$ cat src/rtl/smg_pkg.sv
// Shared constants for the seven-segment scan controller: segment bit
// positions and the active-high hex glyph table (bit0=a .. bit6=g).
package smg_pkg;

    localparam int SEG_A  = 0;
    localparam int SEG_B  = 1;
    localparam int SEG_C  = 2;
    localparam int SEG_D  = 3;
    localparam int SEG_E  = 4;
    localparam int SEG_F  = 5;
    localparam int SEG_G  = 6;
    localparam int SEG_DP = 7;

    localparam logic [6:0] SEG_TABLE [16] = '{
        7'h3F, 7'h06, 7'h5B, 7'h4F, 7'h66, 7'h6D, 7'h7D, 7'h07,
        7'h7F, 7'h6F, 7'h77, 7'h7C, 7'h39, 7'h5E, 7'h79, 7'h71
    };

endpackage

$ cat src/rtl/smg_hex_decoder.sv
// Combinational hex nibble to active-high 7-segment pattern lookup.
module smg_hex_decoder
    import smg_pkg::*;
(
    input  logic [3:0] nibble,
    output logic [6:0] pattern
);

    always_comb begin
        pattern = SEG_TABLE[nibble];
    end

endmodule

$ cat src/rtl/smg_scan_controller.sv
// Multiplexed seven-segment scan controller: frame-coherent snapshot of the
// digit inputs, leading-zero blanking and registered, polarity-adjusted outputs.
module smg_scan_controller
    import smg_pkg::*;
#(
    parameter int DIGITS         = 3,
    parameter int SCAN_DIV       = 50000,
    parameter int SEG_ACTIVE_LOW = 1,
    parameter int SEL_ACTIVE_LOW = 1
) (
    input  logic                  CLK,
    input  logic                  RST,
    input  logic                  Enable,
    input  logic [4*DIGITS-1:0]   Number_Sig,
    input  logic [DIGITS-1:0]     DP_Sig,
    input  logic                  Blank_LZ,
    output logic [7:0]            SMG_Data,
    output logic [DIGITS-1:0]     Scan_Sig,
    output logic                  Frame_Done
);

    localparam int CNT_W = $clog2(SCAN_DIV);
    localparam int IDX_W = (DIGITS > 1) ? $clog2(DIGITS) : 1;
    localparam logic [CNT_W-1:0]  CNT_LAST = CNT_W'(SCAN_DIV - 1);
    localparam logic [IDX_W-1:0]  IDX_LAST = IDX_W'(DIGITS - 1);
    localparam logic [7:0]        SEG_OFF  = {8{SEG_ACTIVE_LOW != 0}};
    localparam logic [DIGITS-1:0] SEL_OFF  = {DIGITS{SEL_ACTIVE_LOW != 0}};

    if (DIGITS < 1 || DIGITS > 8) begin : g_bad_digits
        $error("smg_scan_controller: DIGITS must be in 1..8");
    end
    if (SCAN_DIV < 2) begin : g_bad_scan_div
        $error("smg_scan_controller: SCAN_DIV must be >= 2");
    end

    logic [CNT_W-1:0]    cnt;
    logic [IDX_W-1:0]    idx;
    logic [4*DIGITS-1:0] snap_num;
    logic [DIGITS-1:0]   snap_dp;
    logic                snap_blz;
    logic                load_pend;

    logic                running;
    logic                tick;
    logic                frame_end;
    logic                load;
    logic [3:0]          digit_nibble;
    logic [6:0]          pattern;
    logic [DIGITS-1:0]   lz;
    logic                above_zero;
    logic                blank;
    logic [7:0]          seg_word;
    logic [DIGITS-1:0]   sel_word;

    // The first enabled edge after reset only captures the snapshot; the
    // counter starts running on the edge after, so digit 0 gets a full slot.
    always_comb begin
        running   = Enable && !load_pend;
        tick      = running && (cnt == CNT_LAST);
        frame_end = tick && (idx == IDX_LAST);
        load      = Enable && (load_pend || frame_end);
    end

    smg_hex_decoder u_hex_decoder (
        .nibble  (digit_nibble),
        .pattern (pattern)
    );

    // lz[i] is set when nibble i and every nibble above it are zero.
    always_comb begin
        lz         = '0;
        above_zero = 1'b1;
        for (int unsigned k = 0; k < DIGITS; k++) begin
            above_zero = above_zero && (snap_num[4*(DIGITS-1-k) +: 4] == 4'h0);
            lz[DIGITS-1-k] = above_zero;
        end
    end

    always_comb begin
        digit_nibble     = snap_num[idx*4 +: 4];
        blank            = snap_blz && (idx != '0) && lz[idx];
        seg_word         = '0;
        seg_word[6:0]    = blank ? 7'h00 : pattern;
        seg_word[SEG_DP] = snap_dp[idx];
        if (SEG_ACTIVE_LOW != 0) seg_word = ~seg_word;
        sel_word         = '0;
        sel_word[idx]    = 1'b1;
        if (SEL_ACTIVE_LOW != 0) sel_word = ~sel_word;
    end

    always_ff @(posedge CLK) begin
        if (RST) begin
            cnt        <= '0;
            idx        <= '0;
            snap_num   <= '0;
            snap_dp    <= '0;
            snap_blz   <= 1'b0;
            load_pend  <= 1'b1;
            Frame_Done <= 1'b0;
            SMG_Data   <= SEG_OFF;
            Scan_Sig   <= SEL_OFF;
        end else begin
            Frame_Done <= frame_end;
            if (load) begin
                snap_num  <= Number_Sig;
                snap_dp   <= DP_Sig;
                snap_blz  <= Blank_LZ;
                load_pend <= 1'b0;
            end
            if (running) begin
                if (tick) begin
                    cnt <= '0;
                    idx <= (idx == IDX_LAST) ? '0 : idx + 1'b1;
                end else begin
                    cnt <= cnt + 1'b1;
                end
            end
            SMG_Data <= running ? seg_word : SEG_OFF;
            Scan_Sig <= running ? sel_word : SEL_OFF;
        end
    end

endmodule

$ cat config.mk
export PLATFORM = sky130hd
export DESIGN_NAME = smg_scan_controller
export DESIGN_NICKNAME = d
export VERILOG_FILES = /design/src/rtl/smg_pkg.sv /design/src/rtl/smg_hex_decoder.sv /design/src/rtl/smg_scan_controller.sv
export SDC_FILE = /design/constraint.sdc
export NUM_CORES = 1
export LEC_CHECK = 0
export CORE_MARGIN = 3
export CORE_UTILIZATION = 38
export CTS_BUF_LIST = sky130_fd_sc_hd__clkbuf_8
export DETAILED_ROUTE_END_ITERATION = 16
export PLACE_DENSITY = 0.57
export SLEW_MARGIN = 20
export SYNTH_ARGS = -nofsm -noshare
export SYNTH_HDL_FRONTEND = slang
export SYNTH_HIERARCHICAL = 1
export SYNTH_SLANG_ARGS = --single-unit
$ cat constraint.sdc
create_clock -name CLK -period 2.4 [get_ports CLK]
set_input_delay 0.24 -clock CLK [delete_from_list [all_inputs] [get_ports CLK]]
set_output_delay 0.24 -clock CLK [all_outputs]
set_load 0.01 [all_outputs]
==> run summary, run 1 <==
number of iterations in the first detailed-routing pass - 4
first-pass GRT wire length - 7.73 mm
Die Ht - 85.3 microns
Yosys top cell by area - dfxtp_1
max cap viols - 0
FMAX - 474 MHz
CTS tree - built
largest family of logic cells by synthesized area - simple AND/OR/NAND/NOR gates
GPL Wtd Cong - 0.751
Hold Buf Count CTS - 0
final setup fails - 0
met3 wire len - 182 microns
synth cell count leaders - dfxtp_1, nand2b_1, nand2_1
total congestion overflow - 0
gr usage total - 0.133
Most used DFF post-synth - dfxtp_1
count of pins over their slew limit - 0
Worst Hold Class - reg2reg
Die X - 85.3 microns
syn_area_per_cell - 9.26 sq um
die area - 7280 sq um
total power - 1.52 mW
hpwl dp - 3.28 mm
worst path bufs/invs - 1
antenna cells - 0
Yosys cell types - 44
clk sinks - 47
register area share after synthesis - 0.394
max_slew headroom - 0.685
CTS H-tree depth - 2
synthesized area - 2390 sq um
DR WL/cell - 12.5 microns
initial antenna violation count - 0
crit path time final - 2.11 ns
Area growth syn-to-layout - 20.7%
Fillers - 592
required time worst endpoint - 2.65 ns
Critical Path AT - 2.36 ns
Placement Rows - 28
DRC viols - 0
compound-gate portion of the synthesized area - 0.0921
Non-Filler Cell Area, Final - 2880 sq um
crit path launch type - flip-flop
Cell Area, Placed - 2780 sq um
simple-gate share of the synthesized area - 0.279
Sum Neg Setup Slack - 0 ns
Starting Density - 0.399
NumNets Final - 319
setup bufs post-CTS - 0
Adder-Cell Fraction of Synth Area - 0.0419
number of flops mapped to enable cells by yosys - 0
largest net degree at the start of global routing - 36
I/O Pins - 31
Max VDD drop - 0.000269 V
Post-Syn Instances - 258
via count - 1,813
CTS Buf Count - 5
Syn. warnings - 6
clk_skew - 0.00831 ns
CTS Buffer Depth - 2
Synth Area in XOR/XNOR - 0.0330
FF+latch area - 941 sq um
Max stage delay on crit path - 0.49 ns
largest fanout on the critical path - 5
Root Driver - clkbuf_8
synth top area cells - dfxtp_1, mux2i_1, nand2b_1
FF+latch count, synth - 47
worst skew pair latency - 0.30 ns
Vias/cell - 4.93
status - finished, final reports clean
Largest delay share family, worst path - multiplexers
kind of end point of the critical path - flip-flop
Tcrit/Tclk final - 0.878
Synth top area share - 0.394
number of DRC markers in iteration 0 - 40
DRT met1 WL - 2.49 mm
leakage power - 1.06 nW
Final Hold Fails - 0
WL final - 4.61 mm
Routed met2 length - 1.85 mm
antenna-violating nets left - 0
RSZ-0062 raised after global routing - no
Reg clk slew, reported paths - 0.09 ns
vias in the first global route - 1,640
r2r setup slk - 0.29 ns
combined area of the multi-input logic cells - 1360 sq um
Async SR Flop Fraction - 0
fin util - 0.481
syn_nets - 285
Worst-Margin Slew - 0.472 ns
mux share of post-synthesis cell area - 0.121
most numerous cell in the Yosys netlist - dfxtp_1
power per cell area - 527 nW/um^2
worst path cell trace - mux2i_1, o22ai_1, inv_1, ha_1, mux4_1, nand2_1
layout cells sized above 1 - 0.0785
post-CTS sizing - 0
core box area - 5990 sq um
buffers added on ports - 30
critical path's slowest cell - mux4_1
Top Metal Used - met4
CP Class - reg2reg
## kinds of logic after synthesis
kind of cell	count (synthesis)
AOI/OAI and AO/OA	33
and+or+nand+nor	114
muxes	27
buffers and inverters	20
xor gates and xnor gates	9
DFF	47
adders and majority gates	8
## cells in the final DEF, fill, tap and decap left out, types with 2 or more instances in the layout
cell type / Yosys / layout
inv_1: 9 / 10
or2b_1: 2 / 2
clkdlybuf4s50_1: 0 / 30
o21ai_0: 8 / 8
ha_1: 8 / 8
nor4b_1: 2 / 2
clkbuf_8: 0 / 7
nand2b_1: 33 / 33
nor3_1: 4 / 4
a21o_1: 2 / 2
mux2i_1: 23 / 23
and2_1: 2 / 2
dfxtp_1: 47 / 47
nand3_1: 8 / 8
nand2_1: 25 / 25
nor4_1: 5 / 5
mux2_2: 3 / 3
nor2b_1: 4 / 4
nand3b_1: 2 / 2
or4_1: 2 / 2
buf_4: 0 / 8
nor2_1: 12 / 12
o22ai_1: 3 / 3
xnor2_1: 8 / 8
o31ai_1: 2 / 2
or3_1: 4 / 4
a21oi_1: 12 / 12
## metal layers
layer,track usage,vias up
met5,0,-
met4,0.0604,0
met3,0.0379,7
met2,0.186,28
met1,0.188,818
li1,-,960
## tightest hold or removal path: stages, from the launching register on
cell	delay [ns]
dfxtp_1	0.33
nand2_1	0.06
a21oi_1	0.05
## stage by stage
stage | hold slack, ns | std cells | setup slack, ns
2_1_floorplan | 0.392 | 258 | 0.281
3_3_place_gp | 0.462 | 360 | 0.370
3_5_place_dp | 0.468 | 360 | 0.318
4_1_cts | 0.480 | 368 | 0.273
5_1_grt | 0.494 | 368 | 0.144
6_report | 0.477 | 368 | 0.292
## power breakdown
part	switching [mW]	internal [mW]
logic	0.0784	0.102
clock network	0.263	0.259
registers	0.0156	0.804
total	0.357	1.16
## path summary, 6_finish.rpt
check / start / cells after the start / end
max: idx[0] / 6 / SMG_Data[3]
min: cnt[1] / 2 / cnt[1]
max reg2reg: idx[0] / 6 / SMG_Data[3]
min reg2reg: cnt[1] / 2 / cnt[1]
## registers in the layout (all words and copies together) (netlist names)
| signal | flops |
|---|---|
| snap_num | 12 |
| snap_blz | 1 |
| Frame_Done | 1 |
| Scan_Sig | 3 |
| load_pend | 1 |
| snap_dp | 3 |
| SMG_Data | 8 |
| idx | 2 |
| cnt | 16 |
## layout make-up
| class | instances | area share |
|---|---|---|
| timing repair buffer | 38 | 0.125 |
| inverter | 9 | 0.0117 |
| tap | 75 | 0.0325 |
| multi-input combinational | 191 | 0.470 |
| clock inverter | 1 | 0.00130 |
| sequential | 47 | 0.326 |
| clock buffer | 7 | 0.0334 |
No activity file was read; power rests on OpenSTA's default activity.
==> run 2: changes to the inputs <==
--- a/config.mk
+++ b/config.mk
@@ -5,7 +5,7 @@
 export SDC_FILE = /design/constraint.sdc
 export NUM_CORES = 1
 export LEC_CHECK = 0
-export CORE_MARGIN = 3
+export CORE_MARGIN = 10
 export CORE_UTILIZATION = 38
 export CTS_BUF_LIST = sky130_fd_sc_hd__clkbuf_8
 export DETAILED_ROUTE_END_ITERATION = 16
==> constraint.sdc (replaced) <==
create_clock -name CLK -period 2 [get_ports CLK]
set_input_delay 0.2 -clock CLK [delete_from_list [all_inputs] [get_ports CLK]]
set_output_delay 0.2 -clock CLK [all_outputs]
set_load 0.01 [all_outputs]
==> run 2 against run 1 <==
Clock skew is 0.0019 ns lower. Non-clock buffer count is 9 higher. Combinational power increased by 27%. First-iteration DRC count grew 30%. Sequential power is 20% higher. Hold slack lost 0.018 ns. Fmax rose by 18%. Critical path type unchanged. Largest power group unchanged.
==> run summary, run 2 (synthesized netlist as in run 1, its figures left out) <==
CTS Buffer Depth - 2
number of iterations in the first detailed-routing pass - 4
largest fanout on the critical path - 5
gr usage total - 0.0999
DRC viols - 0
FMAX - 561 MHz
antenna cells - 0
Top Registers - cnt x16, snap_num x12, SMG_Data x8
max cap viols - 0
power per cell area - 607 nW/um^2
crit path launch type - flip-flop
DR WL/cell - 12.9 microns
CTS H-tree depth - 2
leakage power - 1.10 nW
Root Driver - clkbuf_8
Die X - 99.3 microns
Worst Hold Class - in2reg
start point of the critical path - idx[0]
die area - 9860 sq um
Reg clk slew, reported paths - 0.08 ns
Final Hold Fails - 0
commonest non-fill, non-tap cell in the layout - dfxtp_1
CTS tree - built
Vias/cell - 4.83
vias in the first global route - 1,747
status - finished, final reports clean
layout cells sized above 1 - 0.106
first-pass GRT wire length - 8.24 mm
antenna-violating nets left - 0
Hold Buf Count CTS - 0
Worst-Margin Slew - 0.464 ns
R2R Path Start - idx[0]
Critical Path AT - 2.02 ns
Biggest register - cnt
post-CTS sizing - 0
GPL Wtd Cong - 0.778
RSZ-0062 raised after global routing - no
setup bufs post-CTS - 0
Max VDD drop - 0.000282 V
Placed Instances - 369
clk_skew - 0.00643 ns
required time worst endpoint - 2.24 ns
final setup fails - 0
clk sinks - 47
initial antenna violation count - 0
Die Ht - 99.3 microns
CTS Buf Count - 5
kind of end point of the critical path - flip-flop
Non-Filler Instances - 376
NumNets Final - 328
Cell Area, Placed - 2860 sq um
WL final - 4.87 mm
commonest non-fill, non-tap cells in the layout - dfxtp_1, nand2b_1, clkdlybuf4s50_1, nand2_1, mux2i_1
via count - 1,817
max_slew headroom - 0.686
number of DRC markers in iteration 0 - 52
max reg flops - 16
Placement Rows - 28
Starting Density - 0.397
buffers added on ports - 30
hpwl dp - 3.62 mm
Non-Filler Cell Area, Final - 2950 sq um
total congestion overflow - 0
count of pins over their slew limit - 0
I/O Pins - 31
Area growth syn-to-layout - 23.5%
Tcrit/Tclk final - 0.891
largest net degree at the start of global routing - 36
crit path time final - 1.78 ns
CP Class - reg2reg
core box area - 6030 sq um
r2r setup slk - 0.22 ns
worst skew pair latency - 0.29 ns
critical hold path startpoint - Number_Sig[1]
## run 2: cell types whose count changed in the layout (fill, tap and decap cells not counted), sizes merged
cell	previous run	this run
buf	8	17
clkbuf	7	6
clkinv	0	1
inv	10	9
## run 2: cell type report
class                   instances  area [sq um]
clock buffers                   6          82.6
clock inverters                 1          5.00
fillers                       611          3070
inverters                       9          33.8
multi-input cells             191          1360
flip-flops and latches         47           941
well taps                      75          93.8
repair buffers                 47           440
## run 2: critical path: stages, from the launching register on
cell and delay, ns:
dfxtp_1 0.39, mux2i_1 0.23, o22ai_1 0.11, inv_1 0.14
ha_1 0.27, inv_1 0.05, mux4_1 0.47, nand2_1 0.07
## run 2: worst paths after layout
check | to | cells after the start
setup / recovery | SMG_Data[3] | 7
hold reg to reg | snap_num[0] | 2
hold / removal | snap_num[1] | 3
setup reg to reg | SMG_Data[3] | 7
## run 2: report_power, final
group	total (mW)	switching (mW)	internal [mW]
registers	0.983	0.0183	0.965
clock network	0.581	0.309	0.272
logic	0.228	0.0959	0.132
## run 2: stage by stage
step            util  power, mW  hold slack, ns  TNS (ns)  setup slack [ns]
3_5_place_dp   0.475       1.24           0.466   -0.0258           -0.0258
5_1_grt        0.490       1.87           0.471         0            0.0556
6_report       0.490       1.79           0.459         0             0.217
3_3_place_gp   0.475       1.23           0.462         0            0.0109
4_1_cts        0.490       1.83           0.448         0             0.194
2_1_floorplan      -       1.14           0.352         0            0.0473
## run 2: layer usage
metal / part of all wire / track usage
met1: 0.53 / 0.131
met2: 0.40 / 0.143
met3: 0.056 / 0.0401
met4: 0.0090 / 0.0364
met5: 0 / 0
==> run 3: changes to the inputs <==
--- a/config.mk
+++ b/config.mk
@@ -9,7 +9,7 @@
 export CORE_UTILIZATION = 38
 export CTS_BUF_LIST = sky130_fd_sc_hd__clkbuf_8
 export DETAILED_ROUTE_END_ITERATION = 16
-export PLACE_DENSITY = 0.57
+export PLACE_DENSITY = 0.65
 export SLEW_MARGIN = 20
 export SYNTH_ARGS = -nofsm -noshare
 export SYNTH_HDL_FRONTEND = slang
==> run 3 against run 2 <==
Count of clock-buffer cells in the layout shrank 1. Routed wire length down 2.3%. Critical endpoint unchanged. Combinational power hardly changed. Setup slack lost 0.029 ns. First-iteration DRC count grew 77%.
==> run summary, run 3 (synthesized netlist as in run 1, its figures left out) <==
Reg clk slew, reported paths - 0.09 ns
GPL Wtd Cong - 0.797
commonest non-fill, non-tap cells in the layout - dfxtp_1, nand2b_1, clkdlybuf4s50_1, nand2_1, mux2i_1
DRC viols - 0
I/O Pins - 31
count of pins over their slew limit - 0
Top Registers - cnt x16, snap_num x12, SMG_Data x8
largest fanout on the critical path - 5
Fillers - 610
initial antenna violation count - 0
max_slew headroom - 0.720
Biggest register - cnt
Die Ht - 99.3 microns
FMAX - 552 MHz
max cap viols - 0
NumNets Final - 325
CTS tree - built
Vias/cell - 4.88
Tcrit/Tclk final - 0.906
via count - 1,824
max reg flops - 16
clk sinks - 47
RSZ-0062 raised after global routing - no
power per cell area - 609 nW/um^2
layout cells sized above 1 - 0.107
Starting Density - 0.397
Final Hold Fails - 0
crit path time final - 1.81 ns
core box area - 6030 sq um
Max VDD drop - 0.000274 V
Sum Neg Setup Slack - 0 ns
clk_skew - 0.00708 ns
WHS - 0.447 ns
vias in the first global route - 1,835
leakage power - 1.09 nW
DR WL/cell - 12.7 microns
Hold Buf Count CTS - 0
worst skew pair latency - 0.30 ns
hpwl dp - 3.56 mm
buffers added on ports - 30
CTS Buf Count - 5
antenna-violating nets left - 0
status - finished, final reports clean
Worst-Margin Slew - 0.415 ns
kind of end point of the critical path - flip-flop
CTS H-tree depth - 2
final setup fails - 0
required time worst endpoint - 2.25 ns
crit path launch type - flip-flop
CTS Buffer Depth - 2
Placement Rows - 28
total congestion overflow - 0
number of iterations in the first detailed-routing pass - 4
commonest non-fill, non-tap cell in the layout - dfxtp_1
r2r setup slk - 0.19 ns
Area growth syn-to-layout - 23.2%
first-pass GRT wire length - 8.40 mm
number of DRC markers in iteration 0 - 92
antenna cells - 0
Root Driver - clkbuf_8
Die X - 99.3 microns
WL final - 4.76 mm
Worst Hold Class - in2reg
CP Class - reg2reg
gr usage total - 0.0986
Critical Path AT - 2.06 ns
largest net degree at the start of global routing - 37
die area - 9860 sq um
## run 3: metrics by stage
stage	utilization	worst slack, ns	std cells	cell area [sq um]	power (mW)
4_1_cts	0.488	0.110	374	2940	1.82
3_3_place_gp	0.474	0.0719	366	2850	1.23
2_1_floorplan	-	0.0473	258	2390	1.14
5_1_grt	0.489	0.0481	374	2940	1.89
6_report	0.489	0.188	374	2940	1.79
3_5_place_dp	0.474	0.0267	366	2850	1.24
## run 3: cell type report
class / count / area [sq um] / share of cell area
multi-input cells: 191 / 1360 / 0.460
flip-flops and latches: 47 / 943 / 0.320
repair buffers: 44 / 430 / 0.146
well taps: 75 / 93.8 / 0.0319
clock buffers: 5 / 68.8 / 0.0234
inverters: 9 / 33.8 / 0.0115
clock inverters: 3 / 18.8 / 0.00637
## run 3: critical path, cell delays in order (launching register included)
cell     delay, ns
dfxtp_2       0.39
mux2i_1       0.24
o22ai_1       0.12
inv_1         0.14
ha_1          0.27
inv_1         0.05
mux4_1        0.48
nand2_1       0.07
## run 3: report_power, final
| group | total [mW] | internal, mW | switching, mW | leakage [nW] |
|---|---|---|---|---|
| logic | 0.231 | 0.133 | 0.0976 | 0.662 |
| clock network | 0.579 | 0.247 | 0.332 | 0.0483 |
| registers | 0.983 | 0.965 | 0.0184 | 0.384 |
| total | 1.79 | 1.35 | 0.448 | 1.09 |
## run 3: metal layers
layer / vias up / global-route usage / wire length (microns)
li1: 967 / - / -
met1: 817 / 0.135 / 2510
met2: 35 / 0.143 / 1960
met3: 5 / 0.0249 / 217
met4: 0 / 0.0386 / 65
met5: - / 0 / 0
## run 3: timing repair
item,CTS,global route
setup endpoints to repair,0,1
setup buffers,0,0
resized for setup,0,2
## run 3: final timing paths
path	startpoint	endpoint	cells past startpoint
worst max-delay path	idx[0]	SMG_Data[3]	7
worst min register to register	snap_dp[1]	snap_dp[1]	2
worst max register to register	idx[0]	SMG_Data[3]	7
worst min-delay path	DP_Sig[1]	snap_dp[1]	3
